### src/rtl/hilbert_sequencer.sv
// rtl/hilbert_sequencer.sv - control sequencer for the Hilbert FIR / real-path delay datapath
module hilbert_sequencer #(
    parameter int LENGTH           = 27,
    parameter int COEFF_ADDR_WIDTH = 5,
    parameter int FIR_LATENCY      = 2
) (
    input  logic                        clock,
    input  logic                        resetN,
    input  logic                        enable,
    input  logic                        sampleValid,
    input  logic                        stopDataIn,
    output logic [COEFF_ADDR_WIDTH-1:0] coeffAddr,
    output logic                        coeffLoad,
    output logic                        firShift,
    output logic                        firInSel,
    output logic                        delayShift,
    output logic                        outValid,
    output logic                        busy,
    output logic                        done
);
    localparam int CW   = COEFF_ADDR_WIDTH;
    localparam int HALF = (LENGTH - 1) / 2;
    localparam int DW   = $clog2(FIR_LATENCY + 1);

    localparam logic [CW-1:0] LAST_ADDR  = CW'(LENGTH - 1);
    localparam logic [CW-1:0] HALF_CNT   = CW'(HALF);
    localparam logic [CW-1:0] FLUSH_LAST = CW'(HALF - 1);
    localparam logic [DW-1:0] DRAIN_LAST = DW'(FIR_LATENCY - 1);

    typedef enum logic [2:0] {
        IDLE,
        LOAD_COEFF,
        RUN,
        FLUSH,
        DRAIN
    } state_t;

    state_t                 state_q, state_d;
    logic [CW-1:0]          addr_q, addr_d;
    logic                   load_q, load_d;
    logic                   shift_q, shift_d;
    logic                   insel_q, insel_d;
    logic                   valid_q, valid_d;
    logic                   busy_q, busy_d;
    logic                   done_q, done_d;
    logic [CW-1:0]          shift_cnt_q, shift_cnt_d;
    logic [CW-1:0]          flush_cnt_q, flush_cnt_d;
    logic [DW-1:0]          drain_cnt_q, drain_cnt_d;
    logic [FIR_LATENCY-1:0] pipe_q, pipe_d;
    logic                   prod_d;

    always_comb begin
        state_d     = state_q;
        addr_d      = '0;
        load_d      = 1'b0;
        shift_d     = 1'b0;
        insel_d     = 1'b0;
        done_d      = 1'b0;
        prod_d      = 1'b0;
        shift_cnt_d = shift_cnt_q;
        flush_cnt_d = flush_cnt_q;
        drain_cnt_d = drain_cnt_q;

        case (state_q)
            IDLE: begin
                if (enable) begin
                    state_d     = LOAD_COEFF;
                    load_d      = 1'b1;
                    shift_cnt_d = '0;
                    flush_cnt_d = '0;
                    drain_cnt_d = '0;
                end
            end
            LOAD_COEFF: begin
                if (addr_q == LAST_ADDR) begin
                    state_d = RUN;
                end else begin
                    load_d = 1'b1;
                    addr_d = addr_q + CW'(1);
                end
            end
            RUN: begin
                if (sampleValid) begin
                    shift_d = 1'b1;
                    insel_d = 1'b1;
                end
                if (stopDataIn) begin
                    state_d     = FLUSH;
                    flush_cnt_d = '0;
                end
            end
            FLUSH: begin
                shift_d     = 1'b1;
                flush_cnt_d = flush_cnt_q + CW'(1);
                if (flush_cnt_q == FLUSH_LAST) begin
                    state_d     = DRAIN;
                    drain_cnt_d = '0;
                end
            end
            DRAIN: begin
                if (drain_cnt_q == DRAIN_LAST) begin
                    done_d  = 1'b1;
                    state_d = IDLE;
                end else begin
                    drain_cnt_d = drain_cnt_q + DW'(1);
                end
            end
            default: state_d = IDLE;
        endcase

        // The first HALF shifts only prime the taps; later ones yield a centred output.
        if (shift_d) begin
            if (shift_cnt_q == HALF_CNT) begin
                prod_d = 1'b1;
            end else begin
                shift_cnt_d = shift_cnt_q + CW'(1);
            end
        end

        pipe_d  = (pipe_q << 1) | FIR_LATENCY'(prod_d);
        valid_d = pipe_q[FIR_LATENCY-1];

        if (state_q != IDLE && !enable) begin
            state_d     = IDLE;
            addr_d      = '0;
            load_d      = 1'b0;
            shift_d     = 1'b0;
            insel_d     = 1'b0;
            done_d      = 1'b0;
            valid_d     = 1'b0;
            pipe_d      = '0;
            shift_cnt_d = '0;
            flush_cnt_d = '0;
            drain_cnt_d = '0;
        end

        busy_d = (state_d != IDLE);
    end

    always_ff @(posedge clock or negedge resetN) begin
        if (!resetN) begin
            state_q     <= IDLE;
            addr_q      <= '0;
            load_q      <= 1'b0;
            shift_q     <= 1'b0;
            insel_q     <= 1'b0;
            valid_q     <= 1'b0;
            busy_q      <= 1'b0;
            done_q      <= 1'b0;
            shift_cnt_q <= '0;
            flush_cnt_q <= '0;
            drain_cnt_q <= '0;
            pipe_q      <= '0;
        end else begin
            state_q     <= state_d;
            addr_q      <= addr_d;
            load_q      <= load_d;
            shift_q     <= shift_d;
            insel_q     <= insel_d;
            valid_q     <= valid_d;
            busy_q      <= busy_d;
            done_q      <= done_d;
            shift_cnt_q <= shift_cnt_d;
            flush_cnt_q <= flush_cnt_d;
            drain_cnt_q <= drain_cnt_d;
            pipe_q      <= pipe_d;
        end
    end

    assign coeffAddr  = addr_q;
    assign coeffLoad  = load_q;
    assign firShift   = shift_q;
    assign delayShift = shift_q;
    assign firInSel   = insel_q;
    assign outValid   = valid_q;
    assign busy       = busy_q;
    assign done       = done_q;

endmodule
### config.mk
export PLATFORM = sky130hd
export DESIGN_NAME = hilbert_sequencer
export DESIGN_NICKNAME = d
export VERILOG_FILES = /design/src/rtl/hilbert_sequencer.sv
export SDC_FILE = /design/constraint.sdc
export NUM_CORES = 1
export LEC_CHECK = 0
export BUFFER_PORTS_ARGS = -buffer_cell sky130_fd_sc_hd__buf_4
export CELL_PAD_IN_SITES_DETAIL_PLACEMENT = 1
export CELL_PAD_IN_SITES_GLOBAL_PLACEMENT = 1
export CORE_UTILIZATION = 45
export DETAILED_ROUTE_END_ITERATION = 12
export GPL_TIMING_DRIVEN = 0
export PLACE_DENSITY = 0.75
export SLEW_MARGIN = 20
export SYNTH_ARGS = -nofsm -noshare
export SYNTH_HDL_FRONTEND = slang
export SYNTH_SLANG_ARGS = --single-unit
### constraint.sdc
create_clock -name clock -period 2 [get_ports clock]
set_input_delay 0.5 -clock clock [delete_from_list [all_inputs] [get_ports clock]]
set_output_delay 0.5 -clock clock [all_outputs]
set_load 0.01 [all_outputs]
Word level (Yosys, flattened, before mapping)
Cells that the tools add are included.

Add/subtract/negate cells: 4. $mul: 0. Div/mod/pow operators: 0. Magnitude comparators: 0. Equal/unequal tests: 12. Shifts and indexed selects: 0. Multiplexer cells: 40. Bitwise operators: 1. Reduce and logical (&&, ||, !) cells: 9.

Operator list (count): $mux W5 (11); $mux W3 (6); $add A5 B1 Y5 const B (3); $pmux W3 S5 (1); $pmux W5 S3 (1); $mux W1 (13); $ne A3 B3 Y1 const B (4); $eq A5 B4 Y1 const B (2); $mux W2 (5); $reduce_bool A4 Y1 (2); $eq A3 B2 Y1 const B (2); $pmux W2 S3 (1); $reduce_bool A3 Y1 (2); $eq A5 B5 Y1 const B (1); $pmux W1 S2 (2); $reduce_and A4 Y1 (1); $eq A3 B1 Y1 const B (1); $eq A3 B3 Y1 const B (1); $logic_not A3 Y1 (1); $reduce_and A3 Y1 (1); $add A2 B1 Y2 const B (1); $eq A2 B1 Y1 const B (1); $or A2 B1 Y2 (1); $logic_and A1 B1 Y1 (1); $logic_not A1 Y1 (1).

Register bits: 28. Bits in latches: 0. RAM bits: 0. ROM bits: 0. Bits of input ports: 5. Output and inout bits: 12. Logic and storage cells: 78. Memories: 0.

Logic depth before layout (Yosys ltp)
Word-level depth: 5. Mapped depth: 6.

Worst setup path before layout
Ideal clock, no wire load.

Kind: flip-flop to flip-flop. Start: register addr_q[0], in the netlist coeffAddr[0]. End: register addr_q[2], in the netlist coeffAddr[2]. Data arrival time: 1588 ps. Data required time: 1931 ps. Setup slack: 344 ps. Stages on the path, launching flop included: 7. Clock period less this slack: 1656 ps. Cells stage by stage: dfrtp_1 inv_1 ha_1 and4b_1 or4_4 buf_6 nor2_2.

Word-level cells in the longest chain between the ends: 4. Elaborated cells between the ends (all ways): 5.

RTL lines: start, declared (line 39) `logic [CW-1:0] addr_q, addr_d;`; start signal, assigned (line 156) `addr_q <= addr_d;`; $add A5 B1 Y5 / $eq A5 B5 Y1 (equally long branches) (line 79, 75); $mux W5 (*) (line 75) `if (addr_q == LAST_ADDR) begin`; $mux W5 (*) (line 64) `case (state_q)`; $mux W5 (*) (line 123) `if (state_q != IDLE && !enable) begin`; via addr_d[2] (line 39).

Mark *: on every way through the listed nets, which the timed path passes. The rest lies on a longest branch. A chain may end at the register's enable or synchronous reset.

Final worst setup path
Start: register state_q[2]. End: register drain_cnt_q[0].

Word-level cells in the longest chain between the ends: 4. Elaborated cells between the ends (all ways): 12.

RTL lines: start, declared (line 38) `state_t state_q, state_d;`; start signal, assigned (line 155) `state_q <= state_d;`; $reduce_bool A3 Y1 (line 123); $logic_and A1 B1 Y1 (line 123); $ne A3 B3 Y1 (no source line) / $reduce_bool A4 Y1 (equally long branches); $reduce_and A4 Y1 (no source line); end signal, assigned (line 165) `drain_cnt_q <= drain_cnt_d;`; end, declared (line 48) `logic [DW-1:0] drain_cnt_q, drain_cnt_d;`.

Parallel ways exist; a longest one is shown, timed or not.

==> reports/results.env <==
STATUS='finished clean'
CRITICALPATHCATEGORY='reg2reg'
POST-ROUTE-WORST-SETUP-SLACK_NS=0.191
REQUIRED_ARRIVAL_TIME_AT_THE_WORST_ENDPOINT_NS=2.23
DP_HPWL_UM=2390
ROUTE.DETAILED.DRC=0
TIMING.HOLD.WORST.CLASS='in2async'
POST_CTS_RESIZED=0
VIAS_PER_CELL=5.34
ANTENNADIODECOUNT=0
NUMBER_OF_BUFFERS_CREATED_BY_CTS=3
GRT_SETUP_UNREPAIRED='no'
DRIVE_ABOVE_1_SHARE_PCT=25.8
FILLERS=361
SYNTH_COMMON_CELLS='dfrtp_1 (28), nor2_1 (12), nand2_1 (9)'
CLOCK_SKEW_NS=0.0174
GRT_FIRST_PASS_WIRELENGTH_UM=5540
YS_TYPES=47
MAX_STAGE_DELAY_NS=0.40
PRE_CTS_SLACK_NS=0.221
NETLIST_AREA_PRE_PLACE_MM2=0.00149
FINAL_NET_COUNT=176
SETUP_VIOL=0
CLOCK_INSERTION_DELAY_WORST_SKEW_NS=0.34
WORSTREG2REGSTART='state_q[2]'
CTS-ROOT-TO-SINK-BUFFERS=2
SYN-MEAN-INSTANCE-AREA_UM2=10.4
PART_OF_THE_CYCLE_THE_WORST_PATH_NEEDS_PCT=90.5
NUMCLOCKSINKS=28
VDD_DROP_MAX_mV=0.351
MAXIMUM_NUMBER_OF_PINS_ON_ONE_NET_BEFORE_GLOBAL_ROUTE_REPAIR=29
TIMING_WORST_SLEW_PIN_VALUE_NS=0.425
CRIT_PATH_CELL_TRACE='buf_4 -> nor2b_1 -> nand2_1 -> o211ai_1 -> mux2_2'
CRITICAL_PATH.SLOWEST_CELL='dfrtp_1'
CRITICAL_PATH_START='state_q[2]'
INITIAL_CORE_UTIL_PCT=47.9
DETAILROUTE.VIA_COUNT=1105
SYNTH-SEQ-AREA-SHARE_PCT=47.1
WIRE_PER_INST_UM=15.2
FINALHOLDVIOLATIONS=0
PEAK_FREQ_GHz=0.553
CTS_TREE='yes'
WL_UM=3140
CLKSLEWWORSTSETUPHOLDPATHS_NS=0.17
P_TOTAL_mW=1.42
DETAIL_ROUTE.FIRST_PASS.ITERATIONS=4
CTS_HOLD_BUFFERS=0
CP_MAX_FO=10
DIE_FOOTPRINT_MM2=0.00354
CTSHTREEMAXLEVEL=1
CORE_MM2=0.00310
POST-ROUTE-MIN-PERIOD_NS=1.81
POWERDENSITY_mW_PER_MM2=831
GLOBALROUTEOVERFLOWTOTAL=0
DOMINANTREGCELLSYNTH='dfrtp_1'
FIN_SETUP_TNS_NS=0
CP_DATA_ARRIVAL_TIME_NS=2.04
GP_CONGESTION=0.866
YOSYS_WARNINGS=0
SYNTHMOSTINSTANTIATEDCELL='dfrtp_1'
SYNTH.FF_LATCH_COUNT=28
DETAIL-ROUTE-ANTENNA-NETS=0
CRITPATHCAPTURETYPE='flip-flop'
POSTCTSSETUPBUFFERS=0
NUM_IO_PINS=17
PLACEMENT.IO_BUFFERS=16
CLOCK-ROOT-BUFFER='clkbuf_4'
SYNTH_LARGEST_AREA_CELL='dfrtp_1'
PLACEMENTROWS=20
SYNTH_LARGEST_TYPE_AREA_FRACTION_PCT=47.1
DRV_CAP=0
LEAK_PWR_nW=0.790
FP.DIEH_UM=59.5
WORST_SLEW_MARGIN_REL_PCT=71.7
VIAS_IN_THE_FIRST_GLOBAL_ROUTE=1116
NETLIST_INSTANCES=143
YS_ASYNC_SR_FRACTION_PCT=100
SYNTH_ENABLE_FLOP_CELLS=0
GRT_USAGE_PCT=21.1
SYNTH_AREA_LEADERS='dfrtp_1 (47%), ha_1 (5.9%), nor2_1 (3.0%), a21oi_1 (2.4%), nand2_1 (2.3%)'
CP-START-KIND='flip-flop'
FLOW.AREA_GROWTH_FROM_SYNTHESIS_PCT=15.3
DIE_W_UM=59.5
GRT_ANTENNA_BEFORE_REPAIR=0
FINALMAXSLEWVIOLATIONS=0
SYNTHESIZED_NETS=155
DR.FIRST_ITER.DRC_COUNT=39
report_power, final:
| part | internal (mW) | total [mW] | switching (mW) |
|---|---|---|---|
| clock | 0.203 | 0.380 | 0.177 |
| sequential | 0.606 | 0.652 | 0.0460 |
| combinational | 0.177 | 0.392 | 0.215 |
metal layers:
metal	global-route usage, %	up-vias	routed length [um]
met5	0	-	0
met4	5.98	0	30
met3	3.28	4	69
met2	36.9	15	1570
met1	27.0	544	1470
li1	-	542	-
critical path, delay by kind of cell, from the launching register on:
kind / cells / cell delay (ns)
AND/OR/NAND/NOR: 2 / 0.44
flip-flops: 1 / 0.40
multiplexers: 1 / 0.39
AO/OA/AOI/OAI: 1 / 0.30
buffers and inverters: 1 / 0.17
registers in the layout, summed over array words and instances (netlist names):
signal	cells
busy	1
state_q	3
coeffAddr	5
pipe_q	2
done	1
flush_cnt_q	5
outValid	1
shift_cnt_q	5
drain_cnt_q	2
firInSel	1
delayShift	1
coeffLoad	1
through the flow:
stage	utilization, %	instance area [um^2]	hold WS [ns]	cells
finish	55.3	1720	0.0399	207
detailed placement	53.6	1660	0.440	203
global placement	53.6	1660	0.437	203
floorplan	-	1490	0.204	143
CTS	55.3	1720	0.0545	207
global route	55.3	1720	0.0453	207
final cells by class:
class                      instances  area (um^2)  area share (%)
multi-input combinational        101          707            41.2
sequential                        28          701            40.8
timing repair buffer              16          120            7.00
tap                               44         55.1            3.21
buffer                             6         50.0            2.92
clock inverter                     1         30.0            1.75
inverter                           8         30.0            1.75
clock buffer                       3         22.5            1.31
path summary, 6_finish.rpt:
check                           cells after the start             end  slack [ns]
worst min register to register                      1  flush_cnt_q[4]        0.49
worst max-delay path                                5  drain_cnt_q[0]        0.19
worst min-delay path                                1    coeffAddr[4]        0.04
worst max register to register                      5  drain_cnt_q[0]        0.19
min in group clock                                  2        firInSel        0.40
max in group asynchronous                           1  flush_cnt_q[4]        1.68
cell usage in the layout (no fill, tap or decap), types with 2 or more instances in the layout:
| cell type | Yosys | routed |
|---|---|---|
| buf_6 | 2 | 2 |
| or3_1 | 3 | 3 |
| nor3_1 | 2 | 2 |
| nor2b_1 | 3 | 3 |
| nand3_1 | 6 | 6 |
| nand4_1 | 2 | 2 |
| xor2_1 | 3 | 3 |
| nor4b_1 | 2 | 2 |
| a21oi_1 | 7 | 7 |
| clkbuf_4 | 0 | 3 |
| nor2_1 | 12 | 12 |
| ha_1 | 7 | 7 |
| o21ai_0 | 2 | 2 |
| buf_4 | 3 | 19 |
| xnor2_1 | 2 | 2 |
| mux2_2 | 2 | 2 |
| nor2_2 | 5 | 5 |
| and3_1 | 3 | 3 |
| and4b_1 | 2 | 2 |
| inv_1 | 8 | 8 |
| nand2_1 | 9 | 9 |
| dfrtp_1 | 28 | 28 |
| a41oi_1 | 2 | 2 |
| a31oi_1 | 3 | 3 |
| a211oi_1 | 2 | 2 |
cells by family after synthesis:
kind of cell | share of synthesized area (%)
DFF | 47.1
adders and majority gates | 6.64
xor gates and xnor gates | 2.94
buffers and inverters | 5.38
muxes | 2.19
AOI/OAI and AO/OA | 9.59
and+or+nand+nor | 26.2
Power figures use the tool's default switching activity.
